**src/rtl/imm_encoder.sv**
```systemverilog
`default_nettype none
// ============================================================================
// Module   : imm_encoder
// Purpose  : Turns a 16-bit constant into the shortest sequence of ALU-B
//            operand beats (ARGA_X / ARGB_X / LDSINCF / ALUB_SRCX) that the
//            datapath operand mux decodes back into the same constant.
//            Short constants take one beat; full 16-bit values take a U8 beat
//            followed by a U8H beat that supplies the upper byte.
// Ports    : CLK        - clock, rising edge
//            RESET      - synchronous, active-low reset
//            IMM_DIN    - constant to encode      IMM_VALID - IMM_DIN valid
//            IMM_READY  - encoder idle, takes a constant this cycle
//            ARGA_X     - beat field A            ARGB_X    - beat field B
//            LDSINCF    - bits [5:4] source for U6 / U6_0
//            ALUB_SRCX  - operand mux selector code
//            BEAT_VALID - beat fields valid       BEAT_READY - consumer takes beat
//            BEAT_LAST  - current beat completes the constant
// Revision : 1.0 - initial release
// ============================================================================
module imm_encoder #(
    parameter logic ALLOW_SHIFTED = 1'b1,
    parameter logic ALLOW_S8      = 1'b1
) (
    input  logic        CLK,
    input  logic        RESET,
    input  logic [15:0] IMM_DIN,
    input  logic        IMM_VALID,
    output logic        IMM_READY,
    output logic [3:0]  ARGA_X,
    output logic [3:0]  ARGB_X,
    output logic [1:0]  LDSINCF,
    output logic [2:0]  ALUB_SRCX,
    output logic        BEAT_VALID,
    input  logic        BEAT_READY,
    output logic        BEAT_LAST
);

    // Operand mux selector codes (must match the datapath decode table).
    localparam logic [2:0] c_SRC_U4   = 3'd0;
    localparam logic [2:0] c_SRC_U4_0 = 3'd1;
    localparam logic [2:0] c_SRC_U6   = 3'd2;
    localparam logic [2:0] c_SRC_U6_0 = 3'd3;
    localparam logic [2:0] c_SRC_U8   = 3'd4;
    localparam logic [2:0] c_SRC_S8   = 3'd5;
    localparam logic [2:0] c_SRC_U8H  = 3'd6;

    typedef enum logic [1:0] {
        S_IDLE  = 2'd0,
        S_BEAT1 = 2'd1,
        S_BEAT2 = 2'd2
    } state_t;

    state_t      r_state, w_state_n;
    logic        r_ready, w_ready_n;
    logic [2:0]  r_src,  w_src_n;
    logic [3:0]  r_arga, w_arga_n;
    logic [3:0]  r_argb, w_argb_n;
    logic [1:0]  r_lds,  w_lds_n;
    logic        r_last, w_last_n;
    logic        r_two,  w_two_n;
    logic [7:0]  r_hi,   w_hi_n;

    // Encoding of IMM_DIN as a first beat
    logic [2:0]  w_enc_src;
    logic [3:0]  w_enc_arga;
    logic [3:0]  w_enc_argb;
    logic [1:0]  w_enc_lds;
    logic        w_enc_two;
    logic        w_even;
    logic        w_xfer;

    assign w_even = ~IMM_DIN[0];
    assign w_xfer = BEAT_VALID & BEAT_READY;

    // Priority chain: first (shortest) encoding that reproduces the value.
    always_comb begin
        w_enc_src  = c_SRC_U8;
        w_enc_arga = 4'h0;
        w_enc_argb = 4'h0;
        w_enc_lds  = 2'b00;
        w_enc_two  = 1'b0;
        if (IMM_DIN < 16'd16) begin
            w_enc_src  = c_SRC_U4;
            w_enc_argb = IMM_DIN[3:0];
        end else if (ALLOW_SHIFTED && w_even && (IMM_DIN < 16'd32)) begin
            w_enc_src  = c_SRC_U4_0;
            w_enc_argb = IMM_DIN[4:1];
        end else if (IMM_DIN < 16'd64) begin
            w_enc_src  = c_SRC_U6;
            w_enc_lds  = IMM_DIN[5:4];
            w_enc_argb = IMM_DIN[3:0];
        end else if (ALLOW_SHIFTED && w_even && (IMM_DIN < 16'd128)) begin
            w_enc_src  = c_SRC_U6_0;
            w_enc_lds  = IMM_DIN[6:5];
            w_enc_argb = IMM_DIN[4:1];
        end else if (IMM_DIN < 16'd256) begin
            w_enc_src  = c_SRC_U8;
            w_enc_arga = IMM_DIN[7:4];
            w_enc_argb = IMM_DIN[3:0];
        end else if (ALLOW_S8 && (IMM_DIN >= 16'hFF80)) begin
            w_enc_src  = c_SRC_S8;
            w_enc_arga = IMM_DIN[7:4];
            w_enc_argb = IMM_DIN[3:0];
        end else begin
            // Low byte via U8 now; U8H later keeps ALUB_DIN[7:0] and adds [15:8].
            w_enc_src  = c_SRC_U8;
            w_enc_arga = IMM_DIN[7:4];
            w_enc_argb = IMM_DIN[3:0];
            w_enc_two  = 1'b1;
        end
    end

    // Next state and next (registered) beat fields.
    always_comb begin
        w_state_n = r_state;
        w_src_n   = r_src;
        w_arga_n  = r_arga;
        w_argb_n  = r_argb;
        w_lds_n   = r_lds;
        w_last_n  = r_last;
        w_two_n   = r_two;
        w_hi_n    = r_hi;
        case (r_state)
            S_IDLE: begin
                // r_ready is low for the first cycle out of reset.
                if (r_ready && IMM_VALID) begin
                    w_state_n = S_BEAT1;
                    w_src_n   = w_enc_src;
                    w_arga_n  = w_enc_arga;
                    w_argb_n  = w_enc_argb;
                    w_lds_n   = w_enc_lds;
                    w_last_n  = ~w_enc_two;
                    w_two_n   = w_enc_two;
                    w_hi_n    = IMM_DIN[15:8];
                end
            end
            S_BEAT1: begin
                if (w_xfer) begin
                    if (r_two) begin
                        w_state_n = S_BEAT2;
                        w_src_n   = c_SRC_U8H;
                        w_arga_n  = r_hi[7:4];
                        w_argb_n  = r_hi[3:0];
                        w_lds_n   = 2'b00;
                        w_last_n  = 1'b1;
                    end else begin
                        w_state_n = S_IDLE;
                        w_src_n   = 3'd0;
                        w_arga_n  = 4'h0;
                        w_argb_n  = 4'h0;
                        w_lds_n   = 2'b00;
                        w_last_n  = 1'b0;
                        w_two_n   = 1'b0;
                    end
                end
            end
            S_BEAT2: begin
                if (w_xfer) begin
                    w_state_n = S_IDLE;
                    w_src_n   = 3'd0;
                    w_arga_n  = 4'h0;
                    w_argb_n  = 4'h0;
                    w_lds_n   = 2'b00;
                    w_last_n  = 1'b0;
                    w_two_n   = 1'b0;
                end
            end
            default: begin
                w_state_n = S_IDLE;
            end
        endcase
        w_ready_n = (w_state_n == S_IDLE);
    end

    always_ff @(posedge CLK) begin
        if (!RESET) begin
            r_state <= S_IDLE;
            r_ready <= 1'b0;
            r_src   <= 3'd0;
            r_arga  <= 4'h0;
            r_argb  <= 4'h0;
            r_lds   <= 2'b00;
            r_last  <= 1'b0;
            r_two   <= 1'b0;
            r_hi    <= 8'h00;
        end else begin
            r_state <= w_state_n;
            r_ready <= w_ready_n;
            r_src   <= w_src_n;
            r_arga  <= w_arga_n;
            r_argb  <= w_argb_n;
            r_lds   <= w_lds_n;
            r_last  <= w_last_n;
            r_two   <= w_two_n;
            r_hi    <= w_hi_n;
        end
    end

    assign IMM_READY  = r_ready;
    assign BEAT_VALID = (r_state != S_IDLE);
    assign ALUB_SRCX  = r_src;
    assign ARGA_X     = r_arga;
    assign ARGB_X     = r_argb;
    assign LDSINCF    = r_lds;
    assign BEAT_LAST  = r_last;

endmodule
`default_nettype wire

```
**config.mk**
```make
export PLATFORM = sky130hd
export DESIGN_NAME = imm_encoder
export DESIGN_NICKNAME = d
export VERILOG_FILES = /design/src/rtl/imm_encoder.sv
export SDC_FILE = /design/constraint.sdc
export NUM_CORES = 1
export LEC_CHECK = 0
export ABC_CLOCK_PERIOD_IN_PS = 3250
export CORE_UTILIZATION = 53
export CTS_BUF_LIST = sky130_fd_sc_hd__clkbuf_8
export DETAILED_ROUTE_END_ITERATION = 16
export GPL_TIMING_DRIVEN = 0
export PLACE_DENSITY = 0.86
export RECOVER_POWER = 25
export SLEW_MARGIN = 25
export SYNTH_ARGS = -nofsm -noshare
export SYNTH_HDL_FRONTEND = slang
export SYNTH_SLANG_ARGS = --single-unit
```
**constraint.sdc**
```tcl
create_clock -name CLK -period 3.25 [get_ports CLK]
set_input_delay 0.65 -clock CLK [delete_from_list [all_inputs] [get_ports CLK]]
set_output_delay 0.65 -clock CLK [all_outputs]
set_load 0.03 [all_outputs]
```
==> metrics.yaml, run 1 <==
run_status: "completed"
overflow: 0
fmax_mhz: 403.3
die_height_um: 52.36
top_level_ports: 36
accumulated_negative_setup_slack_ns: 0
post_layout_nonfiller_instances: 231
cts-htree-levels: 1
holdBufCountCts: 0
vdd_ir_drop_max_mv: 0.3465
type_of_destination_of_the_critical_path: "primary output"
first_pass_grt_wire_length_um: 5658
synthFlopType: "dfxtp_1"
p_leak_nw: 0.6378
grt_use_total_pct: 28.35
dieArea_um2: 2741
rsz0062_at_grt: "false"
grt_start_max_net_pins: 14
timing.max_cap.violations: 0
cts-root-buf: "clkbuf_8"
worst_pin_slew_ns: 0.5329
final_core_util_pct: 76.20
final.period_utilization_pct: 76.29
cts.repair_timing.setup_buffer_count: 0
cts.reportedPaths.clkPinSlew_ns: 0.09
synth_area_um2: 1344
num_antenna_cells: 0
dr.first_iter.drc_count: 68
setup_viol_count_final: 0
viasPerCell: 6.117
timing.setup.critical_path_class: "reg -> out"
ant_nets: 0
ys_seq_elements: 26
synth_enable_flop_cells: 0
cts.repair.resized: 0
wl_per_cell_um: 15.54
num_vias: 1413
starting_density_of_the_core_pct: 58.50
shortest_period_the_worst_path_allows_ns: 2.480
synthToLayoutAreaGrowth_pct: 30.26
pwr_density_cell_nw_per_um2: 434.5
number_of_global_route_vias_before_repair: 1221
cts_inserted_buffers: 3
hold-worst-slack_ns: 0.4683
antenna_found_initial: 0
number_of_cells_produced_by_synthesis: 167
slew-limit-headroom_pct: 64.34
num_rows: 17
slew_viol_final: 0
drt-pass1-iter-count: 4
dpl-instance-area_um2: 1709
number_of_buffers_between_clock_root_and_the_deepest_sink: 2
synth.yosys.warnings: 0
final-hold-violation-count: 0
core_area_um2: 2297
critical_path.startpoint_type: "flop"
detail_route.drc_violations: 0
worstPathMaxFanout: 6
syn-mean-instance-area_um2: 8.047
die_x_um: 52.36
gp_routability_congestion: 0.9052
register_area_share_after_synthesis_pct: 38.73
syn_nets: 191
cts_tree: "built"
cts_num_sinks: 26
postLayoutCellArea_um2: 1750
critical_path_required_ns: 2.60
clock-skew-final_ns: 0.0005498
worstSkewPairLatency_ns: 0.27
timing.hold.worst.class: "reg -> reg"
drive_above_1_share_pct: 6.404
placement.io_buffers: 33
nets: 229
place_hpwl_um: 2647
synth-async-reset-ratio_pct: 0
detail_route.wirelength_um: 3590
cp_data_arrival_time_ns: 1.83
placedCellCount: 228
cell_variety_after_synth: 44
[registers in the layout (all words and copies together), names as in the netlist]
name       count
r_hi           8
ARGA_X         4
ARGB_X         4
ALUB_SRCX      3
LDSINCF        2
r_state        2
BEAT_LAST      1
IMM_READY      1
r_two          1
[placed cells by master, fill, tap and decap left out, types with 2 or more instances in the layout]
| cell | n |
|---|---|
| dlygate4sd3_1 | 2 |
| nand4_1 | 4 |
| nand2_1 | 28 |
| a22oi_1 | 2 |
| a21oi_1 | 17 |
| nor4_4 | 2 |
| clkbuf_8 | 3 |
| and2_1 | 2 |
| o221ai_1 | 3 |
| a31oi_1 | 4 |
| buf_2 | 2 |
| mux2i_1 | 4 |
| ha_1 | 4 |
| clkbuf_1 | 4 |
| nor3_1 | 4 |
| or3_1 | 2 |
| o22ai_1 | 4 |
| o21ai_0 | 4 |
| clkdlybuf4s50_1 | 31 |
| nor2_1 | 14 |
| o21ai_1 | 4 |
| nand3_1 | 4 |
| inv_1 | 6 |
| dfxtp_1 | 26 |
[routing by layer]
layer | vias to the layer above | track usage [%] | share of wire [%]
met3 | 10 | 4.348 | 8.9
met4 | 0 | 10.96 | 2.1
met2 | 85 | 45.99 | 46
met5 | - | 0 | 0
li1 | 683 | - | -
met1 | 635 | 37.26 | 43
[per-stage QoR]
stage          setup slack (ns)  total power, W
6_report                 0.7705       0.0007605
5_1_grt                  0.6825       0.0007904
4_1_cts                  0.7960       0.0007588
3_5_place_dp             0.6852       0.0005819
3_3_place_gp             0.7218       0.0005768
2_1_floorplan             1.328       0.0004907
[logic make-up after synthesis]
logic type / synth area share, %
AND/OR/NAND/NOR: 26.44
AO/OA/AOI/OAI: 23.19
flip-flops: 38.73
buffers and inverters: 4.097
multiplexers: 3.818
adder cells (fa/ha/maj): 3.725
[path summary, 6_finish.rpt]
| path | from | to | slack [ns] | cells after the start |
|---|---|---|---|---|
| worst max register to register | r_state[1] | ARGB_X[3] | 1.00 | 8 |
| worst min register to register | r_hi[2] | r_hi[2] | 0.47 | 2 |
| worst max-delay path | r_state[1] | BEAT_VALID | 0.77 | 4 |
| worst min-delay path | r_hi[2] | r_hi[2] | 0.47 | 2 |
[cells in the mapped netlist (3+ instances only)]
master	count	area (µm²)
a21oi_1	17	85.08
a31oi_1	4	25.02
clkbuf_1	3	11.26
dfxtp_1	26	520.5
ha_1	4	50.05
inv_1	6	22.52
mux2i_1	4	40.04
nand2_1	28	105.1
nand3_1	4	20.02
nand4_1	4	25.02
nor2_1	14	52.55
nor3_1	4	20.02
o21ai_0	4	20.02
o21ai_1	4	20.02
o221ai_1	3	26.28
o22ai_1	4	25.02
[report_power, final]
part           total (W)  leakage (nW)  internal [W]  switching [W]
Sequential      0.000361         0.213      0.000346      0.0000158
Combinational   0.000216         0.404     0.0000885       0.000128
Clock           0.000183        0.0216     0.0000832      0.0000996
Total           0.000761         0.638      0.000517       0.000243
[worst max-delay path, cell delays in order, from the launching register on]
cell	delay (ns)
dfxtp_1	0.40
inv_1	0.09
ha_1	0.25
inv_1	0.13
clkdlybuf4s50_1	0.68
[cell type report]
type                       instances  area, µm²
buffer                             7      28.78
clock buffer                       3      41.29
fill                             181      546.8
inverter                           7      26.28
multi-input combinational        127      768.2
sequential                        26      520.5
tap                               28      35.03
timing repair buffer              33      330.3
Note: power is estimated with default switching activity, not from simulation.
==> inputs of run 2 (changes only) <==
--- a/config.mk
+++ b/config.mk
@@ -5,12 +5,12 @@
 export SDC_FILE = /design/constraint.sdc
 export NUM_CORES = 1
 export LEC_CHECK = 0
-export ABC_CLOCK_PERIOD_IN_PS = 3250
-export CORE_UTILIZATION = 53
+export ABC_CLOCK_PERIOD_IN_PS = 2200
+export CORE_UTILIZATION = 45
 export CTS_BUF_LIST = sky130_fd_sc_hd__clkbuf_8
 export DETAILED_ROUTE_END_ITERATION = 16
 export GPL_TIMING_DRIVEN = 0
-export PLACE_DENSITY = 0.86
+export PLACE_DENSITY = 0.78
 export RECOVER_POWER = 25
 export SLEW_MARGIN = 25
 export SYNTH_ARGS = -nofsm -noshare
==> constraint.sdc (replaced) <==
create_clock -name CLK -period 2.2 [get_ports CLK]
set_input_delay 0.44 -clock CLK [delete_from_list [all_inputs] [get_ports CLK]]
set_output_delay 0.44 -clock CLK [all_outputs]
set_load 0.03 [all_outputs]
==> run 2 against run 1 <==
Compared with the run above: design area up 1.6%; setup slack got worse by 0.65 ns; highest routed layer unchanged; total power grew 53%.
==> metrics.yaml, run 2 (synthesis results as in run 1) <==
place_hpwl_um: 2656  # was 2647 µm
holdBufCountCts: 0  # unchanged
hold_path_end: "r_hi[6]"  # was r_hi[2]
setup_viol_count_final: 0  # unchanged
worstSkewPairLatency_ns: 0.27  # about the same
fmax_mhz: 479.8
num_antenna_cells: 0  # unchanged
accumulated_negative_setup_slack_ns: 0  # unchanged
register_area_um2: 521.8  # was 520.5 µm²
hold-worst-slack_ns: 0.4633  # was 0.4683 ns
timing.critical_path.cells: "clkdlybuf4s50_1 -> nor4_4 -> nand2_2 -> or4_4 -> a22oi_1 -> o22ai_1"  # was inv_1 -> ha_1 -> inv_1 -> clkdlybuf4s50_1
wl_per_cell_um: 15.29  # was 15.54 µm
slew-limit-headroom_pct: 60.33  # was 64.34%
overflow: 0  # unchanged
grt_start_max_net_pins: 15  # was 14
p_leak_nw: 0.6600  # was 0.6378 nW
first_pass_grt_wire_length_um: 5768  # was 5658 µm
cp_data_arrival_time_ns: 2.24  # was 1.83 ns
starting_density_of_the_core_pct: 48.31  # was 58.50%
timing.max_cap.violations: 0  # unchanged
clkPwrFrac_pct: 26.5  # was 24.0%
worst_pin_slew_ns: 0.5929  # was 0.5329 ns
clock-skew-final_ns: 0.001409  # was 0.0005498 ns
final.period_utilization_pct: 94.75
top_level_ports: 36  # unchanged
dieArea_um2: 3209  # was 2741 µm²
total_switching_power_w: 0.0003635  # was 0.0002433 W
cpPeakStageDelay_ns: 0.53  # was 0.68 ns
viasPerCell: 5.804  # was 6.117
shortest_period_the_worst_path_allows_ns: 2.084
rsz0062_at_grt: "false"  # unchanged
gp_routability_congestion: 0.9106  # was 0.9052
critical_path_required_ns: 2.36  # was 2.60 ns
totalPowerFinal_w: 0.001165  # was 0.0007605 W
largest_register_ff_count: 8  # unchanged
cts.repair.resized: 1  # was 0
detail_route.drc_violations: 0  # unchanged
worst-r2r-setup-slack_ns: 0.14  # was 1.00 ns
slew_viol_final: 0  # unchanged
antenna_found_initial: 0  # unchanged
final-hold-violation-count: 0  # unchanged
synthToLayoutAreaGrowth_pct: 32.31  # was 30.26%
cts.repair_timing.setup_buffer_count: 0  # unchanged
num_rows: 19  # was 17
rr_startpoint: "r_state[0]"  # was r_state[1]
final_core_util_pct: 63.92  # was 76.20%
cts-htree-levels: 1  # unchanged
power.share.combinational_pct: 27.7  # was 28.5%
power_switching_share_pct: 31.19  # was 31.99%
number_of_global_route_vias_before_repair: 1250  # was 1221
timing.hold.worst_path_depth: 2  # unchanged
type_of_destination_of_the_critical_path: "flop"  # was primary output
core_area_um2: 2781  # was 2297 µm²
number_of_buffers_between_clock_root_and_the_deepest_sink: 2  # unchanged
num_vias: 1364  # was 1413
ant_nets: 0  # unchanged
final.fill_count: 262  # was 181
placement.io_buffers: 33  # unchanged
critPathSlowestCell: "or4_4"  # was clkdlybuf4s50_1
min_from: "r_hi[6]"  # was r_hi[2]
cts_num_sinks: 26  # unchanged
area_taken_by_multi_input_logic_gates_um2: 775.7  # was 768.2 µm²
p_int_w: 0.0008019  # was 0.0005172 W
vdd_ir_drop_max_mv: 0.4491  # was 0.3465 mV
worstRegToRegCells: 8  # unchanged
die_x_um: 56.65  # was 52.36 µm
pwr_density_cell_nw_per_um2: 655.5  # was 434.5 nW/µm²
worstPathMaxFanout: 6  # unchanged
grt_use_total_pct: 22.47  # was 28.35%
cts_tree: "built"  # unchanged
dr.first_iter.drc_count: 52  # was 68
share_seq_of_total_power_pct: 45.8  # was 47.5%
leading_cell_type_in_the_layout_fill_and_taps_excluded: "clkdlybuf4s50_1"  # unchanged
regToRegEndpoint: "ARGB_X[3]"  # unchanged
nets: 229  # unchanged
drt-pass1-iter-count: 4  # unchanged
drive_above_1_share_pct: 7.353  # was 6.404%
cts.reportedPaths.clkPinSlew_ns: 0.09  # about the same
timing.hold.worst.class: "reg -> reg"  # unchanged
cts_inserted_buffers: 3  # unchanged
critical_path.startpoint_type: "primary input"  # was flop
die_height_um: 56.65  # was 52.36 µm
cts-root-buf: "clkbuf_8"  # unchanged
detail_route.wirelength_um: 3594  # was 3590 µm
largest-register: "r_hi"  # unchanged
timing.setup.critical_path_class: "in -> reg"  # was reg -> out
layout_common_cells: "clkdlybuf4s50_1, nand2_1, dfxtp_1, a21oi_1, nor2_1"  # unchanged
run_status: "completed"  # unchanged
run 2: how the worst max path moves through the flow:
stage,start,endpoint,cells past startpoint
after floorplan,r_state[0],ARGB_X[1],8
after global placement,IMM_DIN[15],ARGB_X[3],6
after detailed placement,IMM_DIN[8],ARGB_X[3],6
after CTS,r_state[1],ARGB_X[3],8
after global routing,IMM_DIN[15],ARGB_X[1],6
final,IMM_DIN[8],ARGB_X[3],6
run 2: per-stage QoR:
step / worst slack, ns / std cells / instance area, µm²
after floorplan: 0.3820 / 167 / 1344
after global placement: -0.1312 / 231 / 1713
after detailed placement: -0.1572 / 231 / 1713
after CTS: 0.01337 / 235 / 1767
after global routing: 0.01335 / 235 / 1778
final: 0.1156 / 235 / 1778
run 2: cell type report:
cell class | count | share of cell area (%)
Inverter | 7 | 1.478
Sequential cell | 26 | 29.35
Multi-Input combinational cell | 127 | 43.63
Clock buffer | 4 | 3.096
Timing Repair Buffer | 33 | 18.51
Tap cell | 31 | 2.182
Buffer | 7 | 1.759
run 2: routing by layer:
metal / GRT usage (%) / share of wire (%) / routed length (µm)
met1: 30.59 / 46 / 1642
met5: 0 / 0 / 0
met2: 37.82 / 47 / 1696
met3: 2.304 / 6.1 / 218
met4: 5.923 / 1.0 / 37
run 2: worst max-delay path, delay by kind of cell:
family	cells	cell delay [ns]
and+or+nand+nor	3	1.04
buffers and inverters	1	0.48
AOI/OAI and AO/OA	2	0.28
run 2: power by group through the flow:
| stage | Sequential (W) | Clock [W] | Combinational [W] |
|---|---|---|---|
| 6_report | 0.000534 | 0.000309 | 0.000323 |
| 3_3_place_gp | 0.000542 | 0 | 0.000310 |
| 3_5_place_dp | 0.000545 | 0 | 0.000316 |
| 5_1_grt | 0.000539 | 0.000333 | 0.000344 |
| 2_1_floorplan | 0.000593 | 0 | 0.000132 |
| 4_1_cts | 0.000534 | 0.000310 | 0.000317 |
